`config.mk`:
```
export PLATFORM = sky130hd
export DESIGN_NAME = target_ctrl_flat
export DESIGN_NICKNAME = d
export VERILOG_FILES = /design/src/rtl/target_ctrl_if.sv /design/src/rtl/target_ctrl.sv /design/src/flat_wrapper.sv
export SDC_FILE = /design/constraint.sdc
export NUM_CORES = 1
export LEC_CHECK = 0
export BUFFER_PORTS_ARGS = -buffer_cell sky130_fd_sc_hd__buf_4
export CAP_MARGIN = 20
export CORE_ASPECT_RATIO = 0.8
export CORE_UTILIZATION = 35
export CTS_CLUSTER_DIAMETER = 80
export DETAILED_ROUTE_END_ITERATION = 10
export PLACE_DENSITY_LB_ADDON = 0.2
export SYNTH_ARGS = -nofsm -noshare
export SYNTH_HDL_FRONTEND = slang
export SYNTH_SLANG_ARGS = --single-unit
export TNS_END_PERCENT = 50
```
`constraint.sdc`:
```
create_clock -name clk -period 9.71 [get_ports clk]
set_clock_uncertainty 0.1 [all_clocks]
set_input_delay 1.942 -clock clk [delete_from_list [all_inputs] [get_ports clk]]
set_output_delay 1.942 -clock clk [all_outputs]
set_load 0.1 [all_outputs]
```
`src/rtl/target_ctrl_if.sv`:
```
// Signal bundle between the reaction-game controller and its surroundings.
//
// Signalling protocol: there is no valid/ready back-pressure anywhere on this
// bundle. start, tick_ms and click are single-cycle strobes sampled on the
// rising clock edge; new_ball, hit and miss are single-cycle registered
// strobes. The position generator must present ball_x/ball_y on the cycle
// after new_ball, and the controller always takes it on that cycle.
// ball_visible, tgt_x/tgt_y and the counters are registered levels.
// dbg_state mirrors the controller state encoding for observation only.
interface target_ctrl_if;
   logic        start;
   logic        tick_ms;
   logic        click;
   logic [9:0]  cursor_x;
   logic [9:0]  cursor_y;
   logic [9:0]  ball_x;
   logic [9:0]  ball_y;
   logic        new_ball;
   logic        ball_visible;
   logic [9:0]  tgt_x;
   logic [9:0]  tgt_y;
   logic        hit;
   logic        miss;
   logic [7:0]  score;
   logic [7:0]  misses;
   logic [11:0] react_ms;
   logic [7:0]  round_no;
   logic        done;
   logic [2:0]  dbg_state;

   modport master (
      output start, tick_ms, click, cursor_x, cursor_y, ball_x, ball_y,
      input  new_ball, ball_visible, tgt_x, tgt_y, hit, miss, score, misses,
             react_ms, round_no, done, dbg_state
   );

   modport slave (
      input  start, tick_ms, click, cursor_x, cursor_y, ball_x, ball_y,
      output new_ball, ball_visible, tgt_x, tgt_y, hit, miss, score, misses,
             react_ms, round_no, done, dbg_state
   );
endinterface

```
`src/rtl/target_ctrl.sv`:
```
// Reaction-time target game controller.
// A round requests a target position, shows the target, then scores a click
// inside the box as a hit (recording the reaction time) and a click outside it
// or a timeout as a miss. A blank gap separates rounds; after the configured
// number of rounds the game parks in DONE until the next start.
module target_ctrl #(
   parameter int BALL_SIZE  = 48,
   parameter int TIMEOUT_MS = 1500,
   parameter int GAP_MS     = 500,
   parameter int ROUNDS     = 20
) (
   input  logic         clk,
   input  logic         rst,
   target_ctrl_if.slave bus
);

   typedef enum logic [2:0] {
      S_IDLE = 3'd0,
      S_REQ  = 3'd1,
      S_LOAD = 3'd2,
      S_SHOW = 3'd3,
      S_GAP  = 3'd4,
      S_DONE = 3'd5
   } state_t;

   // Parameters narrowed once so every compare below is width-matched.
   localparam logic [10:0] C_BALL    = 11'(BALL_SIZE);
   localparam logic [16:0] C_TIMEOUT = 17'(TIMEOUT_MS);
   localparam logic [16:0] C_GAP     = 17'(GAP_MS);
   localparam logic [7:0]  C_ROUNDS  = 8'(ROUNDS);

   // State and registered outputs
   state_t      r_state;
   logic [15:0] r_ms;
   logic [15:0] r_gap;
   logic        r_new_ball;
   logic        r_visible;
   logic        r_hit;
   logic        r_miss;
   logic        r_done;
   logic [7:0]  r_score;
   logic [7:0]  r_misses;
   logic [11:0] r_react;
   logic [7:0]  r_round;
   logic [9:0]  r_tgt_x;
   logic [9:0]  r_tgt_y;

   // Next-state values
   state_t      w_state_nxt;
   logic [15:0] w_ms;
   logic [15:0] w_gap;
   logic        w_new_ball;
   logic        w_visible;
   logic        w_hit;
   logic        w_miss;
   logic        w_done;
   logic [7:0]  w_score;
   logic [7:0]  w_misses;
   logic [11:0] w_react;
   logic [7:0]  w_round;
   logic [9:0]  w_tgt_x;
   logic [9:0]  w_tgt_y;

   // Hit-box test, one bit wider than the screen so tgt+BALL_SIZE never wraps.
   logic [10:0] w_cx;
   logic [10:0] w_cy;
   logic [10:0] w_tx;
   logic [10:0] w_ty;
   logic        w_in_x;
   logic        w_in_y;
   logic        w_in_box;

   // Round events
   logic        w_ms_last;
   logic        w_gap_last;
   logic [11:0] w_ms_sat;

   assign w_cx     = {1'b0, bus.cursor_x};
   assign w_cy     = {1'b0, bus.cursor_y};
   assign w_tx     = {1'b0, r_tgt_x};
   assign w_ty     = {1'b0, r_tgt_y};
   assign w_in_x   = (w_cx >= w_tx) && (w_cx < (w_tx + C_BALL));
   assign w_in_y   = (w_cy >= w_ty) && (w_cy < (w_ty + C_BALL));
   assign w_in_box = w_in_x && w_in_y;

   // The tick that would bring the ms counter up to the timeout ends the round.
   assign w_ms_last  = (r_state == S_SHOW) && bus.tick_ms &&
                       (({1'b0, r_ms} + 17'd1) >= C_TIMEOUT);
   // The tick that completes the blank period ends the gap.
   assign w_gap_last = (r_state == S_GAP) && bus.tick_ms &&
                       (({1'b0, r_gap} + 17'd1) >= C_GAP);
   assign w_ms_sat   = (r_ms > 16'd4095) ? 12'hFFF : r_ms[11:0];

   // State register
   always_ff @(posedge clk) begin
      if (rst) begin
         r_state <= S_IDLE;
      end else begin
         r_state <= w_state_nxt;
      end
   end

   // Next-state decode; a click in SHOW takes priority over a same-cycle timeout
   always_comb begin
      w_state_nxt = r_state;
      case (r_state)
         S_IDLE: if (bus.start) w_state_nxt = S_REQ;
         S_REQ:  w_state_nxt = S_LOAD;
         S_LOAD: w_state_nxt = S_SHOW;
         S_SHOW: if (bus.click || w_ms_last) w_state_nxt = S_GAP;
         S_GAP: begin
            if (w_gap_last) begin
               // round_no already counts the round that just finished
               w_state_nxt = (r_round < C_ROUNDS) ? S_REQ : S_DONE;
            end
         end
         S_DONE: if (bus.start) w_state_nxt = S_REQ;
         default: w_state_nxt = S_IDLE;
      endcase
   end

   // Output and datapath next values, registered below
   always_comb begin
      w_new_ball = (w_state_nxt == S_REQ);
      w_visible  = (w_state_nxt == S_SHOW);
      w_done     = (w_state_nxt == S_DONE);
      w_hit      = 1'b0;
      w_miss     = 1'b0;
      w_score    = r_score;
      w_misses   = r_misses;
      w_react    = r_react;
      w_round    = r_round;
      w_tgt_x    = r_tgt_x;
      w_tgt_y    = r_tgt_y;
      w_ms       = r_ms;
      w_gap      = r_gap;
      case (r_state)
         S_IDLE, S_DONE: begin
            if (bus.start) begin
               w_score  = 8'd0;
               w_misses = 8'd0;
               w_round  = 8'd0;
               w_react  = 12'd0;
            end
         end
         S_LOAD: begin
            // Generator answers on the cycle after the new_ball request.
            w_tgt_x = bus.ball_x;
            w_tgt_y = bus.ball_y;
            w_ms    = 16'd0;
         end
         S_SHOW: begin
            if (bus.click) begin
               if (w_in_box) begin
                  w_hit   = 1'b1;
                  w_score = (r_score == 8'hFF) ? r_score : r_score + 8'd1;
                  w_react = w_ms_sat;
               end else begin
                  w_miss   = 1'b1;
                  w_misses = (r_misses == 8'hFF) ? r_misses : r_misses + 8'd1;
               end
            end else if (w_ms_last) begin
               w_miss   = 1'b1;
               w_misses = (r_misses == 8'hFF) ? r_misses : r_misses + 8'd1;
            end else if (bus.tick_ms && (r_ms != 16'hFFFF)) begin
               w_ms = r_ms + 16'd1;
            end
            if (w_state_nxt == S_GAP) begin
               w_round = (r_round == 8'hFF) ? r_round : r_round + 8'd1;
               w_gap   = 16'd0;
            end
         end
         S_GAP: begin
            if (bus.tick_ms && (r_gap != 16'hFFFF)) begin
               w_gap = r_gap + 16'd1;
            end
         end
         default: ;
      endcase
   end

   // Output and datapath registers
   always_ff @(posedge clk) begin
      if (rst) begin
         r_ms       <= 16'd0;
         r_gap      <= 16'd0;
         r_new_ball <= 1'b0;
         r_visible  <= 1'b0;
         r_hit      <= 1'b0;
         r_miss     <= 1'b0;
         r_done     <= 1'b0;
         r_score    <= 8'd0;
         r_misses   <= 8'd0;
         r_react    <= 12'd0;
         r_round    <= 8'd0;
         r_tgt_x    <= 10'd0;
         r_tgt_y    <= 10'd0;
      end else begin
         r_ms       <= w_ms;
         r_gap      <= w_gap;
         r_new_ball <= w_new_ball;
         r_visible  <= w_visible;
         r_hit      <= w_hit;
         r_miss     <= w_miss;
         r_done     <= w_done;
         r_score    <= w_score;
         r_misses   <= w_misses;
         r_react    <= w_react;
         r_round    <= w_round;
         r_tgt_x    <= w_tgt_x;
         r_tgt_y    <= w_tgt_y;
      end
   end

   assign bus.new_ball     = r_new_ball;
   assign bus.ball_visible = r_visible;
   assign bus.hit          = r_hit;
   assign bus.miss         = r_miss;
   assign bus.done         = r_done;
   assign bus.score        = r_score;
   assign bus.misses       = r_misses;
   assign bus.react_ms     = r_react;
   assign bus.round_no     = r_round;
   assign bus.tgt_x        = r_tgt_x;
   assign bus.tgt_y        = r_tgt_y;
   assign bus.dbg_state    = r_state;

endmodule

```
`src/flat_wrapper.sv`:
```
// flat-port wrapper written by rule: the top's interface ports become plain ports
module target_ctrl_flat 
#(
   parameter int BALL_SIZE  = 48,
   parameter int TIMEOUT_MS = 1500,
   parameter int GAP_MS     = 500,
   parameter int ROUNDS     = 20
)
  (clk, rst, bus_start, bus_tick_ms, bus_click, bus_cursor_x, bus_cursor_y, bus_ball_x, bus_ball_y, bus_new_ball, bus_ball_visible, bus_tgt_x, bus_tgt_y, bus_hit, bus_miss, bus_score, bus_misses, bus_react_ms, bus_round_no, bus_done, bus_dbg_state);
  target_ctrl_if bus_i ();
  input  logic clk;
  input  logic rst;
  input wire logic [$bits(bus_i.start)-1:0] bus_start;
  input wire logic [$bits(bus_i.tick_ms)-1:0] bus_tick_ms;
  input wire logic [$bits(bus_i.click)-1:0] bus_click;
  input wire logic [$bits(bus_i.cursor_x)-1:0] bus_cursor_x;
  input wire logic [$bits(bus_i.cursor_y)-1:0] bus_cursor_y;
  input wire logic [$bits(bus_i.ball_x)-1:0] bus_ball_x;
  input wire logic [$bits(bus_i.ball_y)-1:0] bus_ball_y;
  output wire logic [$bits(bus_i.new_ball)-1:0] bus_new_ball;
  output wire logic [$bits(bus_i.ball_visible)-1:0] bus_ball_visible;
  output wire logic [$bits(bus_i.tgt_x)-1:0] bus_tgt_x;
  output wire logic [$bits(bus_i.tgt_y)-1:0] bus_tgt_y;
  output wire logic [$bits(bus_i.hit)-1:0] bus_hit;
  output wire logic [$bits(bus_i.miss)-1:0] bus_miss;
  output wire logic [$bits(bus_i.score)-1:0] bus_score;
  output wire logic [$bits(bus_i.misses)-1:0] bus_misses;
  output wire logic [$bits(bus_i.react_ms)-1:0] bus_react_ms;
  output wire logic [$bits(bus_i.round_no)-1:0] bus_round_no;
  output wire logic [$bits(bus_i.done)-1:0] bus_done;
  output wire logic [$bits(bus_i.dbg_state)-1:0] bus_dbg_state;
  assign bus_i.start = bus_start;
  assign bus_i.tick_ms = bus_tick_ms;
  assign bus_i.click = bus_click;
  assign bus_i.cursor_x = bus_cursor_x;
  assign bus_i.cursor_y = bus_cursor_y;
  assign bus_i.ball_x = bus_ball_x;
  assign bus_i.ball_y = bus_ball_y;
  assign bus_new_ball = bus_i.new_ball;
  assign bus_ball_visible = bus_i.ball_visible;
  assign bus_tgt_x = bus_i.tgt_x;
  assign bus_tgt_y = bus_i.tgt_y;
  assign bus_hit = bus_i.hit;
  assign bus_miss = bus_i.miss;
  assign bus_score = bus_i.score;
  assign bus_misses = bus_i.misses;
  assign bus_react_ms = bus_i.react_ms;
  assign bus_round_no = bus_i.round_no;
  assign bus_done = bus_i.done;
  assign bus_dbg_state = bus_i.dbg_state;
  target_ctrl #(.BALL_SIZE(BALL_SIZE), .TIMEOUT_MS(TIMEOUT_MS), .GAP_MS(GAP_MS), .ROUNDS(ROUNDS)) u_core (.clk(clk), .rst(rst), .bus(bus_i));
endmodule
```
; Yosys cells after proc, flatten, opt, wreduce, memory -nomap -nowiden
; Index checks and enable logic that the tools add are counted.
[totals]
out_inout_bits = 64
elab_cells = 116
regBits = 96
[op_classes]
order_cmp = 8
muxes = 34
n_reduce_logical = 23
n_addsub = 9
eq_ne = 26
n_bitwise = 2
[op_table]
columns = op, count
row1 = 16-bit two-way mux, 5
row2 = 8-bit two-way mux, 10
row3 = 16-bit case mux with 2 select lines, 2
row4 = 12-bit two-way mux, 4
row5 = 8-bit case mux with 2 select lines, 3
row6 = "16-bit by 1-bit adder with 17-bit output, second input constant", 2
row7 = "16-bit by 1-bit adder with 16-bit output, second input constant", 2
row8 = "16-bit inequality test, second input constant", 2
row9 = "8-bit by 1-bit adder with 8-bit output, second input constant", 3
row10 = "8-bit == test, second input constant", 3
row11 = 12-bit case mux with 2 select lines, 1
row12 = "10-bit by 6-bit adder with 11-bit output, second input constant", 2
row13 = 10-bit by 11-bit < comparator with 1-bit output, 2
row14 = 10-bit >= comparator, 2
row15 = "17-bit by 11-bit >= comparator with 1-bit output, second input constant", 1
row16 = "17-bit by 9-bit >= comparator with 1-bit output, second input constant", 1
row17 = "16-bit by 12-bit > comparator with 1-bit output, second input constant", 1
row18 = "2-bit inequality test, second input constant", 8
row19 = 4-bit AND reduction, 4
row20 = 3-bit case mux with 5 select lines, 1
row21 = "3-bit == test, second input constant", 4
row22 = 3-bit two-way mux, 4
row23 = "3-bit by 2-bit == test with 1-bit output, second input constant", 3
row24 = 1-bit logical AND, 9
row25 = other kinds (14), 23

; Longest topological paths before layout
; Gate-level depths: netlist of run 1.
[logic_depth]
ltp_word = 9
mapped_depth = 14
mapped_depth_nobuf = 13

; Worst setup path after synthesis of run 1
; Ideal clock, no wire load.
[synth_path]
kind = input -> register
start = in bus_cursor_y[1]
end = reg u_core.r_score[0] (netlist: u_core.bus.score[0])
slack_ns = 5.587
setup_time_ns = 0.071
arrival_time_ns = 3.952
path_buffers = 1
stages = 10
t_required_ns = 9.539
path_cell_list = ha_1 -> nor2b_1 -> o21a_1 -> o21ai_0 -> a31oi_1 -> nor4b_2 -> o2111ai_1 -> clkbuf_1 -> or3_1 -> a21oi_1
[synth_between]
elab_chain_len = 5
[synth_rtl]
columns = element, line_no
row1 = from (decl), flat_wrapper.sv:17  ; input wire logic [$bits(bus_i.cursor_y)-1:0] bus_cursor_y;
row2 = 10-bit by 11-bit < comparator with 1-bit output or 10-bit >= comparator (tied branches), target_ctrl.sv:83  ; assign w_in_y = (w_cy >= w_ty) && (w_cy < (w_ty + C_BALL));
row3 = 1-bit logical AND (*), target_ctrl.sv:83
row4 = 1-bit logical AND (*), target_ctrl.sv:84  ; assign w_in_box = w_in_x && w_in_y;
row5 = 2-bit by 1-bit inequality test with 1-bit output (no source line) (*), --
row6 = 5-bit AND reduction (no source line) (*), --
row7 = to (signal assigned), target_ctrl.sv:206  ; r_score <= w_score;
row8 = to (decl), target_ctrl.sv:41  ; logic [7:0] r_score;
; Every way passes the cells marked *; elsewhere a longest branch is shown, timed or not.
; A chain may end at the register's enable or synchronous reset.

; Worst setup path after layout of run 1
[layout_path]
start = in bus_cursor_x[0]
end = reg u_core.r_score[7] (netlist: u_core.bus.score[7])
[layout_between]
elab_chain_len = 5
[layout_rtl]
columns = element, line_no
row1 = from (decl), flat_wrapper.sv:16  ; input wire logic [$bits(bus_i.cursor_x)-1:0] bus_cursor_x;
row2 = 10-bit by 11-bit < comparator with 1-bit output or 10-bit >= comparator (tied branches), target_ctrl.sv:82  ; assign w_in_x = (w_cx >= w_tx) && (w_cx < (w_tx + C_BALL));
row3 = 1-bit logical AND (*), target_ctrl.sv:82
row4 = 1-bit logical AND (*), target_ctrl.sv:84
row5 = 2-bit by 1-bit inequality test with 1-bit output (no source line) (*), --
row6 = 5-bit AND reduction (no source line) (*), --
; Marked as above.

==> results of run 1 <==
## worst min path at each step
| stage | startpoint | endpoint | slack (ns) | cells past startpoint |
|---|---|---|---|---|
| floorplan | u_core.r_ms[15] | u_core.r_ms[15] | 0.38 | 1 |
| global route | u_core.bus.react_ms[7] | u_core.bus.react_ms[7] | 0.40 | 2 |
| CTS | u_core.bus.tgt_x[3] | u_core.bus.tgt_x[3] | 0.38 | 2 |
| finish | u_core.bus.tgt_y[2] | u_core.bus.tgt_y[2] | 0.37 | 2 |
| global placement | u_core.bus.tgt_y[3] | u_core.bus.tgt_y[3] | 0.36 | 2 |
| detailed placement | u_core.bus.tgt_x[3] | u_core.bus.tgt_x[3] | 0.37 | 2 |
## worst reg2reg max path: cells and delay by family (launching register included)
family / cells / cell delay, ns
buffers and inverters: 1 / 0.11
AND/OR/NAND/NOR: 3 / 1.34
XOR/XNOR: 1 / 0.17
adder cells (fa/ha/maj): 2 / 0.50
flip-flops: 1 / 0.44
AO/OA/AOI/OAI: 4 / 1.23
## sequential cells by signal, indices dropped and copies added, names as in the netlist, 3 cells and up
name                  cells
u_core.bus.tgt_y         10
u_core.bus.tgt_x         10
u_core.bus.score          8
u_core.bus.dbg_state      3
u_core.r_ms              16
u_core.bus.misses         8
u_core.r_gap             16
u_core.bus.react_ms      12
u_core.bus.round_no       8
## area by class of cell
type	instances	area [um^2]	area share
Clock buffer	11	233	0.0327
Tap cell	220	275	0.0387
Timing Repair Buffer	111	833	0.117
Clock inverter	5	105	0.0148
Sequential cell	96	1920	0.270
Multi-Input combinational cell	557	3570	0.502
Inverter	47	176	0.0248
## cells in the mapped netlist (all sizes together), types with 3 or more instances
cell / n / area share
dfxtp: 96 / 0.33
nor2: 42 / 0.027
o32ai: 12 / 0.018
and4: 5 / 0.0074
nand3b: 3 / 0.0038
ha: 41 / 0.087
o2111ai: 4 / 0.0070
inv: 47 / 0.030
and3: 7 / 0.0074
a21boi: 3 / 0.0038
or3: 11 / 0.012
mux2i: 10 / 0.017
xnor2: 13 / 0.019
a31oi: 10 / 0.011
nand2b: 17 / 0.018
clkbuf: 37 / 0.024
or2: 3 / 0.0032
nand2: 94 / 0.060
nand3: 38 / 0.032
o21ai: 39 / 0.033
a21oi: 62 / 0.053
a311oi: 12 / 0.018
and3b: 3 / 0.0045
nor3: 13 / 0.012
nor4: 13 / 0.014
o22ai: 6 / 0.0064
nor2b: 5 / 0.0053
and2: 12 / 0.013
buf: 13 / 0.012
o31ai: 7 / 0.0089
or4: 9 / 0.011
nand4: 15 / 0.017
a211oi: 3 / 0.0055
o21a: 6 / 0.0077
## power groups by stage
stage	Sequential (uW)	Combinational [uW]	Clock [uW]
after CTS	412	185	414
final	413	185	404
after floorplan	474	78.2	0
after detailed placement	421	184	0
after global routing	414	200	431
after global placement	422	184	0
## cells in the final DEF (no fill, tap or decap), types with 5 or more instances in the layout
master	netlist	routed
ha_1	41	41
nand3_1	38	38
xnor2_1	13	13
nor4_1	13	13
inv_1	47	47
nor2b_1	5	5
or3_1	11	11
and3_1	7	7
dfxtp_1	96	96
o31ai_1	7	7
a31oi_1	10	10
o32ai_1	12	12
a311oi_1	12	12
nand4_1	14	14
nand2_1	94	94
o22ai_1	6	6
nor3_1	12	12
and2_1	12	12
buf_4	3	111
a21oi_1	61	61
or4_1	9	9
and4_1	5	5
mux2i_1	10	10
nand2b_1	17	17
clkbuf_16	0	9
o21ai_0	38	38
o21a_1	6	6
nor2_1	42	42
## cell families after synthesis
| group | Yosys count |
|---|---|
| compound gates | 196 |
| mux | 10 |
| flops | 96 |
| buf+inv | 97 |
| fa+ha+maj | 41 |
| simple gates | 295 |
| xor+xnor | 15 |
## routing by layer
layer	vias to the layer above	wire length [um]
met3	23	681
met2	111	6530
met1	2595	7960
met5	-	0
met4	0	301
li1	2869	-
## through the flow
step	util	std cells
5_1_grt	0.431	1047
4_1_cts	0.431	1046
3_5_place_dp	0.410	1030
6_report	0.431	1047
2_1_floorplan	-	750
3_3_place_gp	0.410	1030
==> out/results.tsv, run 1 <==
stage	metric	value	unit
outcome	status	finished clean	
power_and_ir_drop	power_frac_seq	0.412	
clocking	clockRootBuffer	clkbuf_16	
routing	antenna_left	0	
power_and_ir_drop	p_sw_frac	0.291	
worst_setup_path	slowest_delay	0.64	ns
floorplan	initial_core_util	0.357	
final_layout	design_area	7120	um^2
clocking	cts_buffers	9	
yosys	seq_area_frac_synth	0.327	
clocking	ctsResizeCount	0	
clocking	cts_max_level	3	
clocking	cts_tree	built	
power_and_ir_drop	p_leak	0.00265	uW
yosys	yosysWarnings	0	
yosys	ys_async_sr_fraction	0	
yosys	avgSynthCellArea	7.84	um^2
global_route	antenna_found_initial	0	
place	dp_hpwl	11100	um
place	io_buffers	108	
final_layout	antenna_cells	0	
clocking	clk_pin_slew	0.07	ns
power_and_ir_drop	p_int	710	uW
place	gp_congestion	0.849	
worst_setup_path	cp.required	9.89	ns
place	place_ws	4.73	ns
yosys	synth_edf_count	0	
global_route	grt_start_max_net_pins	62	
power_and_ir_drop	power_frac_comb	0.185	
routing	vias_per_cell	5.35	
yosys	synth-seq-cells	96	
worst_setup_path	r2r_setup_slack	5.75	ns
yosys	synth_xor_area_frac	0.0223	
timing	fin_crit	4.67	ns
worst_setup_path	endpoint	u_core.bus.score[7]	
yosys	synthMuxAreaShare	0.0170	
timing	whs	0.375	ns
power_and_ir_drop	p_clk_frac	0.404	
worst_setup_path	crit_start	bus_cursor_x[0]	
worst_setup_path	path_depth	11	
timing	hold_violations	0	
routing	firstDrtPassIters	5	
timing	rsz0062_at_grt	no	
global_route	first_global_vias	4944	
clocking	insertion_delay	0.35	ns
timing	tightestPinTransition	1.05	ns
min_path	hold_path_class	flop to flop	
yosys	synth.distinct_cells	70	
power_and_ir_drop	finalPower	1000	uW
clocking	clock_path_buffers	2	
final_layout	drive_gt1_frac	0.169	
clocking	cts-hold-fix-buffers	0	
yosys	synthFlopType	dfxtp_1	
power_and_ir_drop	irDropWorstVdd	0.0835	mV
place	placed_cell_area	6770	um^2
final_layout	fill_cells	1733	
floorplan	die_width	147	um
global_route	overflow	0	
global_route	grt_util_met3	0.0399	
flow_run	drv_cap	0	
worst_setup_path	crit_type	input pin to flop	
final_layout	syn_to_final_growth	20.9	%
yosys	synth_top_family_by_area	simple AND/OR/NAND/NOR gates	
routing	drt-total-wl	15500	um
timing	period_share	0.481	
worst_setup_path	startpoint_type	input pin	
timing	fmax	0.214	GHz
floorplan	rows	42	
routing	num_vias	5598	
final_layout	nNetsFinal	908	
yosys	yosys.area_share.simple	0.256	
global_route	use_met1	0.261	
power_and_ir_drop	power_density	141	nW/um^2
global_route	grt.total_usage	0.180	
power_and_ir_drop	p_sw	292	uW
yosys	syn-num-nets	836	
yosys	synthCells	750	
routing	wire_per_inst	14.8	um
yosys	synthAdderAreaFrac	0.0872	
worst_setup_path	cp_cell_sequence	buf_4 -> inv_1 -> ha_1 -> nand2b_1 -> a21boi_0 -> o31a_1 -> o21ai_0 -> nor4b_2 -> o2111ai_1 -> or4_1 -> a21oi_1	
worst_setup_path	cpMaxStageDelayCell	or4_1	
floorplan	core	16500	um^2
floorplan	ioPinCount	109	
clocking	clkSinkCount	96	
clocking	cts_setup_buffers	0	
worst_setup_path	crit_fanout	16	
yosys	syn_area	5880	um^2
floorplan	dieArea	17300	um^2
global_route	top_usage_layer	met2	
timing	finalSetupTns	0	ns
worst_setup_path	r2r-end	u_core.bus.score[7]	
global_route	grt_pass1_wl	25400	um
global_route	grt_use_met2	0.262	
worst_setup_path	cp-end-kind	flop	
timing	slew_viol_final	0	
worst_setup_path	ff2ff_path_depth	11	
worst_setup_path	crit_family	compound AO/OA/AOI/OAI gates	
routing	drtIter0Drc	364	
worst_setup_path	worstPathArrival	4.85	ns
worst_setup_path	r2r-start	u_core.bus.tgt_y[4]	
worst_setup_path	path_buf_inv	2	
floorplan	die_h	118	um
routing	drc	0	
timing	setup_violations	0	
timing	final.setup.worst_slack	5.04	ns
yosys	synth_compound_area_frac	0.225	
timing	maxSlewHeadroom	0.297	
(Power assumes the default switching activity.)
==> inputs of run 2 (changes only) <==
- ABC_AREA: default -> 1
- clock period: 9.71 -> 3.9 ns (I/O delays scaled with it)
==> run 2 against run 1 <==
  * Count of clock-buffer cells in the layout is 2 lower
  * Sequential power grew to 3.0 times the previous value
  * Critical path type is now flop to flop
  * Flip-flop and latch count stayed put
  * Largest power group is now combinational logic
  * Final area is 2.7% higher
==> out/results.tsv, run 2 <==
stage	metric	value	unit	change
floorplan	die_h	119	um	+0.88%
timing	final.setup.worst_slack	0.837	ns	-4.20 ns
yosys	synthFlopType	dfxtp_1		
power_and_ir_drop	p_int	2110	uW	+200%
worst_setup_path	crit_fanout	13		-3
worst_setup_path	ff2ff_path_depth	20		+9
final_layout	final_cell_mix	197 x nand2_1, 116 x buf_4, 103 x nor2_1		
global_route	overflow	0		unchanged
flow_run	drv_cap	0		unchanged
timing	finalSetupTns	0	ns	unchanged
floorplan	initial_core_util	0.359		+0.00294
yosys	synth_edf_count	0		unchanged
yosys	synthCells	887		+18%
clocking	clk_pin_slew	0.07	ns	about the same
timing	hold_violations	0		unchanged
min_path	hold_path_class	flop to flop		
yosys	avgSynthCellArea	6.75	um^2	-14%
worst_setup_path	cp.required	4.01	ns	-5.88 ns
final_layout	mostFrequentLayoutCell	nand2_1		
timing	period_share	0.785		
global_route	antenna_found_initial	0		unchanged
timing	fmax	0.327	GHz	
worst_setup_path	r2r-start	u_core.bus.tgt_x[4]		
power_and_ir_drop	p_leak	0.00323	uW	+22%
routing	firstDrtPassIters	5		unchanged
global_route	use_met1	0.265		+0.00452
timing	tightestPinTransition	0.641	ns	-0.412 ns
routing	vias_per_cell	4.81		-10%
yosys	synth_area_leader_cell	dfxtp_1		
worst_setup_path	cp-end-kind	flop		
clocking	insertion_delay	0.36	ns	about the same
timing	slew_viol_final	0		unchanged
yosys	seq_area_frac_synth	0.321		-0.00573
floorplan	core	16700	um^2	+0.96%
timing	fin_crit	3.06	ns	
yosys	ys_async_sr_fraction	0		unchanged
yosys	ys_top_cells_by_area	dfxtp_1 32%, nand2_1 12%, ha_1 8.6%, a21oi_1 7.9%, nor2_1 6.5%		
global_route	grt_use_met2	0.274		+0.0122
global_route	grt_util_met3	0.0364		-0.00352
yosys	yosys-top-cells-count	197 x nand2_1, 103 x nor2_1, 96 x dfxtp_1		
power_and_ir_drop	p_clk_frac	0.227		-0.177
worst_setup_path	crit_start	u_core.bus.tgt_x[4]		
yosys	synth-seq-cells	96		unchanged
global_route	top_usage_layer	met2		
worst_setup_path	cpMaxStageDelayCell	dfxtp_1		
clocking	clkSinkCount	96		unchanged
power_and_ir_drop	irDropWorstVdd	0.252	mV	+200%
place	place_ws	0.823	ns	-3.91 ns
power_and_ir_drop	p_sw_frac	0.473		+0.182
routing	drc	0		unchanged
power_and_ir_drop	finalPower	4000	uW	+300%
timing	rsz0062_at_grt	no		
floorplan	dieArea	17600	um^2	+1.8%
routing	wire_per_inst	13.1	um	-11%
worst_setup_path	slowest_delay	0.37	ns	-0.27 ns
final_layout	antenna_cells	0		unchanged
place	io_buffers	108		unchanged
worst_setup_path	r2r_setup_slack	0.84	ns	-4.91 ns
clocking	cts_tree	built		
place	gp_congestion	0.854		+0.52%
timing	setup_violations	0		unchanged
worst_setup_path	r2r-end	u_core.bus.score[2]		
worst_setup_path	crit_type	flop to flop		
clocking	cts_setup_buffers	0		unchanged
power_and_ir_drop	p_sw	1890	uW	+550%
worst_setup_path	endpoint	u_core.bus.score[2]		
global_route	first_global_vias	5234		+5.9%
power_and_ir_drop	power_frac_comb	0.461		+0.276
clocking	clock_path_buffers	2		unchanged
yosys	synth_top_area_share	0.321		-0.00573
clocking	clockRootBuffer	clkbuf_16		
yosys	yosysWarnings	0		unchanged
worst_setup_path	path_common_cell	nand2_1		
global_route	grt_pass1_wl	25900	um	+1.9%
floorplan	rows	42		unchanged
clocking	cts-hold-fix-buffers	0		unchanged
yosys	synth.distinct_cells	35		-50%
yosys	syn_area	5990	um^2	+1.8%
power_and_ir_drop	power_frac_seq	0.312		-0.100
worst_setup_path	worstPathArrival	3.18	ns	-1.67 ns
worst_setup_path	startpoint_type	flop		
outcome	status	finished clean		
routing	drt-total-wl	15900	um	+2.6%
clocking	cts_buffers	9		unchanged
timing	whs	0.380	ns	+0.00560 ns
worst_setup_path	cp_cell_sequence	inv_1 -> ha_1 -> inv_1 -> nand3_1 -> nor2_1 -> inv_1 -> nand2_1 -> ha_1 -> a21o_1 -> nand2_1 -> nand2_1 -> nor2_1 -> nand2_1 -> nor2_1 -> nand3_1 -> buf_4 -> nand2_2 -> nand2_2 -> nand2_1 -> a21oi_1		
clocking	cts_max_level	3		unchanged
place	dp_hpwl	11800	um	+6.2%
routing	num_vias	5823		+4.0%
final_layout	nNetsFinal	1071		+18%
global_route	grt.total_usage	0.183		+0.00332
global_route	grt_start_max_net_pins	53		-15%
routing	drtIter0Drc	286		-21%
yosys	syn-num-nets	973		+16%
yosys	synth_most_common_cell	nand2_1		
timing	maxSlewHeadroom	0.572		+0.275
floorplan	ioPinCount	109		unchanged
floorplan	die_width	148	um	+0.88%
final_layout	drive_gt1_frac	0.163		-0.00666
routing	antenna_left	0		unchanged
clocking	ctsResizeCount	0		unchanged
power_and_ir_drop	power_density	548	nW/um^2	+290%
final_layout	syn_to_final_growth	22.0	%	
-- run 2: worst min-delay path by stage --
| stage | from | endpoint | slack [ns] | depth (start not counted) |
|---|---|---|---|---|
| 3_3_place_gp | u_core.bus.score[5] | u_core.bus.score[5] | 0.38 | 2 |
| 2_1_floorplan | u_core.r_ms[15] | u_core.r_ms[15] | 0.35 | 2 |
| 5_1_grt | u_core.bus.react_ms[11] | u_core.bus.react_ms[11] | 0.40 | 2 |
| 3_5_place_dp | u_core.bus.tgt_y[1] | u_core.bus.tgt_y[1] | 0.37 | 2 |
| 6_report | u_core.bus.react_ms[9] | u_core.bus.react_ms[9] | 0.38 | 2 |
| 4_1_cts | u_core.bus.tgt_y[1] | u_core.bus.tgt_y[1] | 0.39 | 2 |
-- run 2: cell families after synthesis --
kind of cell    share of synthesized area
simple gates                        0.317
flops                               0.321
buf+inv                            0.0819
xor+xnor                           0.0483
compound gates                      0.146
fa+ha+maj                          0.0857
-- run 2: power groups by stage --
stage | logic, uW | clock network, uW | registers (uW)
2_1_floorplan | 862 | 0 | 1820
3_3_place_gp | 1810 | 0 | 1270
3_5_place_dp | 1820 | 0 | 1270
4_1_cts | 1830 | 932 | 1250
5_1_grt | 2010 | 970 | 1270
6_report | 1850 | 909 | 1250
-- run 2: per-layer routing --
metal / vias to the layer above / routed length [um] / share of wire
met5: - / 0 / 0
met4: 0 / 170 / 0.011
met3: 10 / 647 / 0.041
met2: 94 / 6700 / 0.42
met1: 2606 / 8360 / 0.53
li1: 3113 / - / -
-- run 2: metrics by stage --
step | cells | util | area [um^2]
after floorplan | 887 | - | 5990
after global placement | 1193 | 0.419 | 6990
after detailed placement | 1193 | 0.419 | 6990
after CTS | 1209 | 0.437 | 7280
after global routing | 1210 | 0.439 | 7310
final | 1210 | 0.439 | 7310
-- run 2: critical path: cells and delay by family, from the launching register on --
kind                     cells  cell delay [ns]
AO/OA/AOI/OAI                2             0.24
adder cells (fa/ha/maj)      2             0.46
buffers and inverters        4             0.43
flip-flops                   1             0.37
AND/OR/NAND/NOR             12             1.32
-- run 2: final cells by class --
class | count | area (um^2)
Clock buffer | 9 | 225
Clock inverter | 7 | 70.1
Fill cell | 1779 | 9350
Inverter | 91 | 342
Multi-Input combinational cell | 670 | 3580
Sequential cell | 96 | 1920
Tap cell | 220 | 275
Timing Repair Buffer | 117 | 898
